`src/rtl/data_memory_pipe.sv`:
```
// Single-port data memory with valid/ready requests, byte-lane strobes and a
// 1- or 2-cycle read pipeline. An optional post-reset sweep zeroes every word.
module data_memory_pipe #(
    parameter int DATA_WIDTH     = 8,
    parameter int ADDR_WIDTH     = 8,
    parameter int READ_LATENCY   = 1,
    parameter int CLEAR_ON_RESET = 1
) (
    input  logic                    sysclk,
    input  logic                    reset,
    input  logic                    req_valid,
    output logic                    req_ready,
    input  logic                    req_write,
    input  logic [ADDR_WIDTH-1:0]   req_addr,
    input  logic [DATA_WIDTH-1:0]   req_wdata,
    input  logic [DATA_WIDTH/8-1:0] req_wstrb,
    output logic                    rsp_valid,
    output logic [DATA_WIDTH-1:0]   rsp_rdata,
    output logic                    busy
);

    localparam int DEPTH  = 2 ** ADDR_WIDTH;
    localparam int LANES  = DATA_WIDTH / 8;
    localparam int STAGES = (READ_LATENCY == 2) ? 2 : 1;
    localparam logic [ADDR_WIDTH-1:0] LAST_ADDR = ADDR_WIDTH'(DEPTH - 1);
    localparam logic [ADDR_WIDTH-1:0] CNT_ONE   = ADDR_WIDTH'(1);

    typedef enum logic {ST_CLEAR, ST_READY} state_e;

    state_e                  state_q;
    logic [ADDR_WIDTH-1:0]   clear_cnt_q;
    logic                    ready_q;
    logic                    busy_q;
    logic [STAGES-1:0]       vld_q;
    logic [DATA_WIDTH-1:0]   data_q [STAGES];
    logic [DATA_WIDTH-1:0]   rd_word;
    logic                    accept, wr_en, rd_en, clr_en;

    // Reset acts on the same cycle it is seen, so it gates the outputs directly.
    assign req_ready = ready_q & ~reset;
    assign busy      = reset ? (CLEAR_ON_RESET != 0) : busy_q;
    assign rsp_valid = vld_q[STAGES-1] & ~reset;
    assign rsp_rdata = reset ? '0 : data_q[STAGES-1];

    assign accept = req_valid & req_ready;
    assign wr_en  = accept & req_write;
    assign rd_en  = accept & ~req_write;
    assign clr_en = (state_q == ST_CLEAR) & ~reset;

    always_ff @(posedge sysclk) begin
        if (reset) begin
            state_q     <= (CLEAR_ON_RESET != 0) ? ST_CLEAR : ST_READY;
            clear_cnt_q <= '0;
            ready_q     <= (CLEAR_ON_RESET == 0);
            busy_q      <= (CLEAR_ON_RESET != 0);
        end else begin
            case (state_q)
                ST_CLEAR: begin
                    clear_cnt_q <= clear_cnt_q + CNT_ONE;
                    if (clear_cnt_q == LAST_ADDR) begin
                        state_q <= ST_READY;
                        ready_q <= 1'b1;
                        busy_q  <= 1'b0;
                    end
                end
                default: ;
            endcase
        end
    end

    // One byte-wide array per lane so each strobe maps to an independent write enable.
    for (genvar l = 0; l < LANES; l++) begin : g_lane
        logic [7:0] mem_q [DEPTH];

        always_ff @(posedge sysclk) begin
            if (clr_en)
                mem_q[clear_cnt_q] <= '0;
            else if (wr_en && req_wstrb[l])
                mem_q[req_addr] <= req_wdata[8*l +: 8];
        end

        assign rd_word[8*l +: 8] = mem_q[req_addr];
    end

    // Each stage only loads on a valid input, so the output holds between pulses.
    always_ff @(posedge sysclk) begin
        if (reset) begin
            vld_q <= '0;
            for (int s = 0; s < STAGES; s++) data_q[s] <= '0;
        end else begin
            vld_q[0] <= rd_en;
            if (rd_en) data_q[0] <= rd_word;
            for (int s = 1; s < STAGES; s++) begin
                vld_q[s] <= vld_q[s-1];
                if (vld_q[s-1]) data_q[s] <= data_q[s-1];
            end
        end
    end

endmodule
```
`config.mk`:
```
export PLATFORM = sky130hd
export DESIGN_NAME = data_memory_pipe
export DESIGN_NICKNAME = d
export VERILOG_FILES = /design/src/rtl/data_memory_pipe.sv
export SDC_FILE = /design/constraint.sdc
export NUM_CORES = 2
export LEC_CHECK = 0
export CAP_MARGIN = 20
export CORE_AREA = 2 2 424 426
export DETAILED_ROUTE_END_ITERATION = 12
export DIE_AREA = 0 0 426 428
export SLEW_MARGIN = 20
export SYNTH_ARGS = -nofsm -noshare
export SYNTH_HDL_FRONTEND = slang
export SYNTH_SLANG_ARGS = --single-unit
```
`constraint.sdc`:
```
create_clock -name sysclk -period 15.4 [get_ports sysclk]
set_input_delay 1.54 -clock sysclk [delete_from_list [all_inputs] [get_ports sysclk]]
set_output_delay 1.54 -clock sysclk [all_outputs]
set_load 0.01 [all_outputs]
```
==> impl_results.md <==
* Outcome: finished, final reports clean
* Die width at 426 µm
* Design area at 90200 µm²
* CTS tree: built
* CTS buffer count at 205
* Dpl cells at 6284
* Drt total wl at 214000 µm
* Later-pin clock latency in the skew report at 880 ps
* Hold endpoint: busy_q
* Routability cong. at 0.865
* WL/cell at 32.0 µm
* P_sw at 2410 µW
* Largest net degree at the start of global routing at 195
* Endpoints failing hold at 0
* Slew margin rel. at 15.9%
* First drt pass iteration count at 7
* Register-to-Register Path Depth at 6
* Period minus WS final at 6050 ps
* Initial antenna violation count at 5
* Longest Clk Path Bufs at 3
* Logic pwr share at 3.3%
* Clk network pwr share at 42.7%
* Port Buffers at 31
* Seq/Total Area, Yosys at 76.3%
* Layout Cells excl Fill at 6669
* I/O pin cnt at 32
* Placed cell areas at 83600 µm²
* TNS Setup at 0 ps
* Critical Path RT at 16110 ps
* Internal at 8890 µW
* # setup viols final at 0
* Yosys reg bits at 2068
* Mapped Area at 81200 µm²
* Critical path class: primary input to flop
* Initial Util at 45.7%
* CTS sink cnt at 2068
* Max cap viols at 0
* Hpwl dp at 129000 µm
* Core ar. at 178000 µm²
* Syn avg cell area at 19.9 µm²
* CP Launch Point: req_addr[0]
* First-pass GRT wire length at 305000 µm
* Grt ovf at 0
* Post-synth EDFFs at 2056
* Crit path DAT at 6750 ps
* Nets at 4160
* Total power at 11300 µW
* Ys Warns at 0
* Core Util, Final at 50.8%
* Startpoint Class: primary input
* # DRC at 0
* DR iter-0 viols at 5024
* Worst vdd ir at 132 µV
* Pwr/cell area at 125 nW/µm²
* Buf/Inv on CP at 4
* Leak pwr at 0.0271 µW
* R2R Setup Slk at 10720 ps
* Hold depth at 2
* CP peak stage delay at 950 ps
* Post-CTS setup buffers at 0
* Fin. max-slew vios at 0
* Vias at 40900
* Worst-margin pin slew at 1250 ps
* DRT antenna net count at 0
* Share of cells above drive strength 1 at 19.2%
* Area growth, synth to finish at 11.1%
* CP max FO at 94
* RSZ-0062 raised after global routing: false
* Die area at 182000 µm²
* Critical-path top delay cell: nor4_1
* Synthesized instance count at 4071
* RR Startpoint: ready_q
* CP delay by family, top: buffers and inverters
* Syn Nets at 4093
* Crit. End Element: flop
* Sw Share at 21.3%
* Total GRT Usage at 23.4%
* Asr flop ratio synth at 0%
* Crit share post-route at 39.3%
* Fmax achieved at 165 MHz
* Post-CTS Hold Buffers at 0
* Root buf cell: clkbuf_16
* H-tree Lvls at 4
* Post-CTS resize count at 0
* Clock skew at 70.7 ps
* Sequential Power Share at 54.0%
* Critical Path, Cell by Cell: buf_8 > buf_12 > buf_12 > buf_12 > mux4_2 > nor3_1 > a311o_1 > nor4_1 > nand4_1 > o31ai_1
* Hold_sp: busy_q
* Vias per Instance at 6.13
* Worst reg2reg endpoint: g_lane[0].mem_q[23][2]
* Distinct cells, synth at 68
* Most frequent CP cell: buf_12
* HP Class: flop to flop
* Most used DFF post-synth: edfxtp_1
* Worst-path clk slew at 70 ps
* Row count at 155
* Vias in the first global route at 40700
* Die Ht at 428 µm
## worst max-delay path by stage
stage,endpoint,slack (ps),cells after the start
6_report,data_q[0][4],9350,10
5_1_grt,data_q[0][4],9270,10
4_1_cts,data_q[0][4],9540,10
3_5_place_dp,data_q[0][4],8580,10
3_3_place_gp,data_q[0][4],8610,10
2_1_floorplan,g_lane[0].mem_q[0][0],8670,5
## cell usage in the layout (no fill, tap or decap), drive strengths merged, types with 20 or more instances in the layout
| cell | count |
|---|---|
| mux2i | 250 |
| clkdlybuf4s50 | 27 |
| a22oi | 55 |
| o21ai | 39 |
| nor2 | 344 |
| nand3 | 37 |
| mux4 | 393 |
| nand4 | 20 |
| mux2 | 30 |
| nand2 | 110 |
| o221ai | 41 |
| clkinv | 104 |
| nor3 | 28 |
| buf | 77 |
| a211oi | 25 |
| o22ai | 84 |
| clkbuf | 255 |
| a21oi | 45 |
| edfxtp | 2056 |
| or2 | 24 |
| or3 | 37 |
## synth_stat cells (5+ instances only)
cell type | count | share of area, %
a211o_1 | 6 | 0.065
buf_1 | 16 | 0.074
buf_4 | 28 | 0.26
nand3b_1 | 7 | 0.065
and2_1 | 18 | 0.14
or4_1 | 7 | 0.065
mux2i_1 | 250 | 3.1
o22a_1 | 5 | 0.054
a2111oi_0 | 12 | 0.13
nor3b_1 | 9 | 0.083
o221ai_1 | 41 | 0.44
nand4_1 | 20 | 0.15
mux2_2 | 30 | 0.42
buf_2 | 49 | 0.30
nor2b_1 | 15 | 0.12
edfxtp_1 | 2056 | 76
a21oi_1 | 45 | 0.28
nor3_1 | 28 | 0.17
clkbuf_1 | 100 | 0.46
buf_8 | 10 | 0.18
mux4_2 | 386 | 11
buf_6 | 38 | 0.53
a31oi_1 | 15 | 0.12
or2_2 | 24 | 0.18
nand2_1 | 110 | 0.51
o32ai_1 | 8 | 0.086
dfxtp_1 | 12 | 0.30
a211oi_1 | 25 | 0.23
a22o_1 | 8 | 0.086
o22ai_1 | 84 | 0.65
mux4_1 | 7 | 0.23
nand2b_1 | 8 | 0.062
or3_1 | 37 | 0.29
a22oi_1 | 55 | 0.51
o21ai_0 | 39 | 0.24
a221oi_1 | 12 | 0.13
nor2_1 | 343 | 1.6
nand3_1 | 37 | 0.23
nor4_1 | 10 | 0.077
o31ai_1 | 9 | 0.083
o211ai_1 | 5 | 0.046
## worst reg2reg max path, delay by kind of cell (launching register included)
kind          cells  cell delay [ps]
buf+inv           3             2330
simple gates      3             1650
flops             1              340
## stage by stage
step                      setup WS [ps]  hold WS (ps)
after floorplan                    8670           505
after global placement             8610           514
after detailed placement           8580           523
after CTS                          9540           541
after global routing               9270           589
final                              9350           545
## logic make-up after synthesis
kind of cell	Yosys count	synth area share, %
buffers and inverters	249	1.91
and+or+nand+nor	688	3.89
AOI/OAI and AO/OA	386	3.35
xor gates and xnor gates	6	0.0647
muxes	673	14.4
adders and majority gates	1	0.0154
DFF	2068	76.3
## cell type report
| type | instances | area, µm² |
|---|---|---|
| Sequential cell | 2068 | 62000 |
| Clock buffer | 255 | 5340 |
| Timing Repair Buffer | 104 | 1010 |
| Tap cell | 2355 | 2950 |
| Multi-Input combinational cell | 1754 | 17700 |
| Inverter | 5 | 21.3 |
| Antenna cell | 3 | 7.51 |
| Clock inverter | 125 | 1120 |
| Fill cell | 14200 | 87500 |
## power by group through the flow
stage	clock, µW	combinational [µW]	sequential (µW)
2_1_floorplan	0	253	6220
3_3_place_gp	0	375	6220
6_report	4820	375	6100
5_1_grt	5090	389	6100
4_1_cts	4880	375	6100
3_5_place_dp	0	374	6220
## metal layers
layer	part of all wire, %	global-route usage [%]	up-vias
met4	3.0	7.42	2
met5	0.0061	0	-
met3	7.8	4.08	320
met2	47	36.1	1742
li1	-	-	16900
met1	42	34.0	21900
## state kept, by name, summed over array words and instances (netlist names)
name	count
clear_cnt_q	8
vld_q	1
state_q	1
g_lane.mem_q	2048
ready_q	1
busy_q	1
data_q	8
Note: power is estimated with default switching activity, not from simulation.
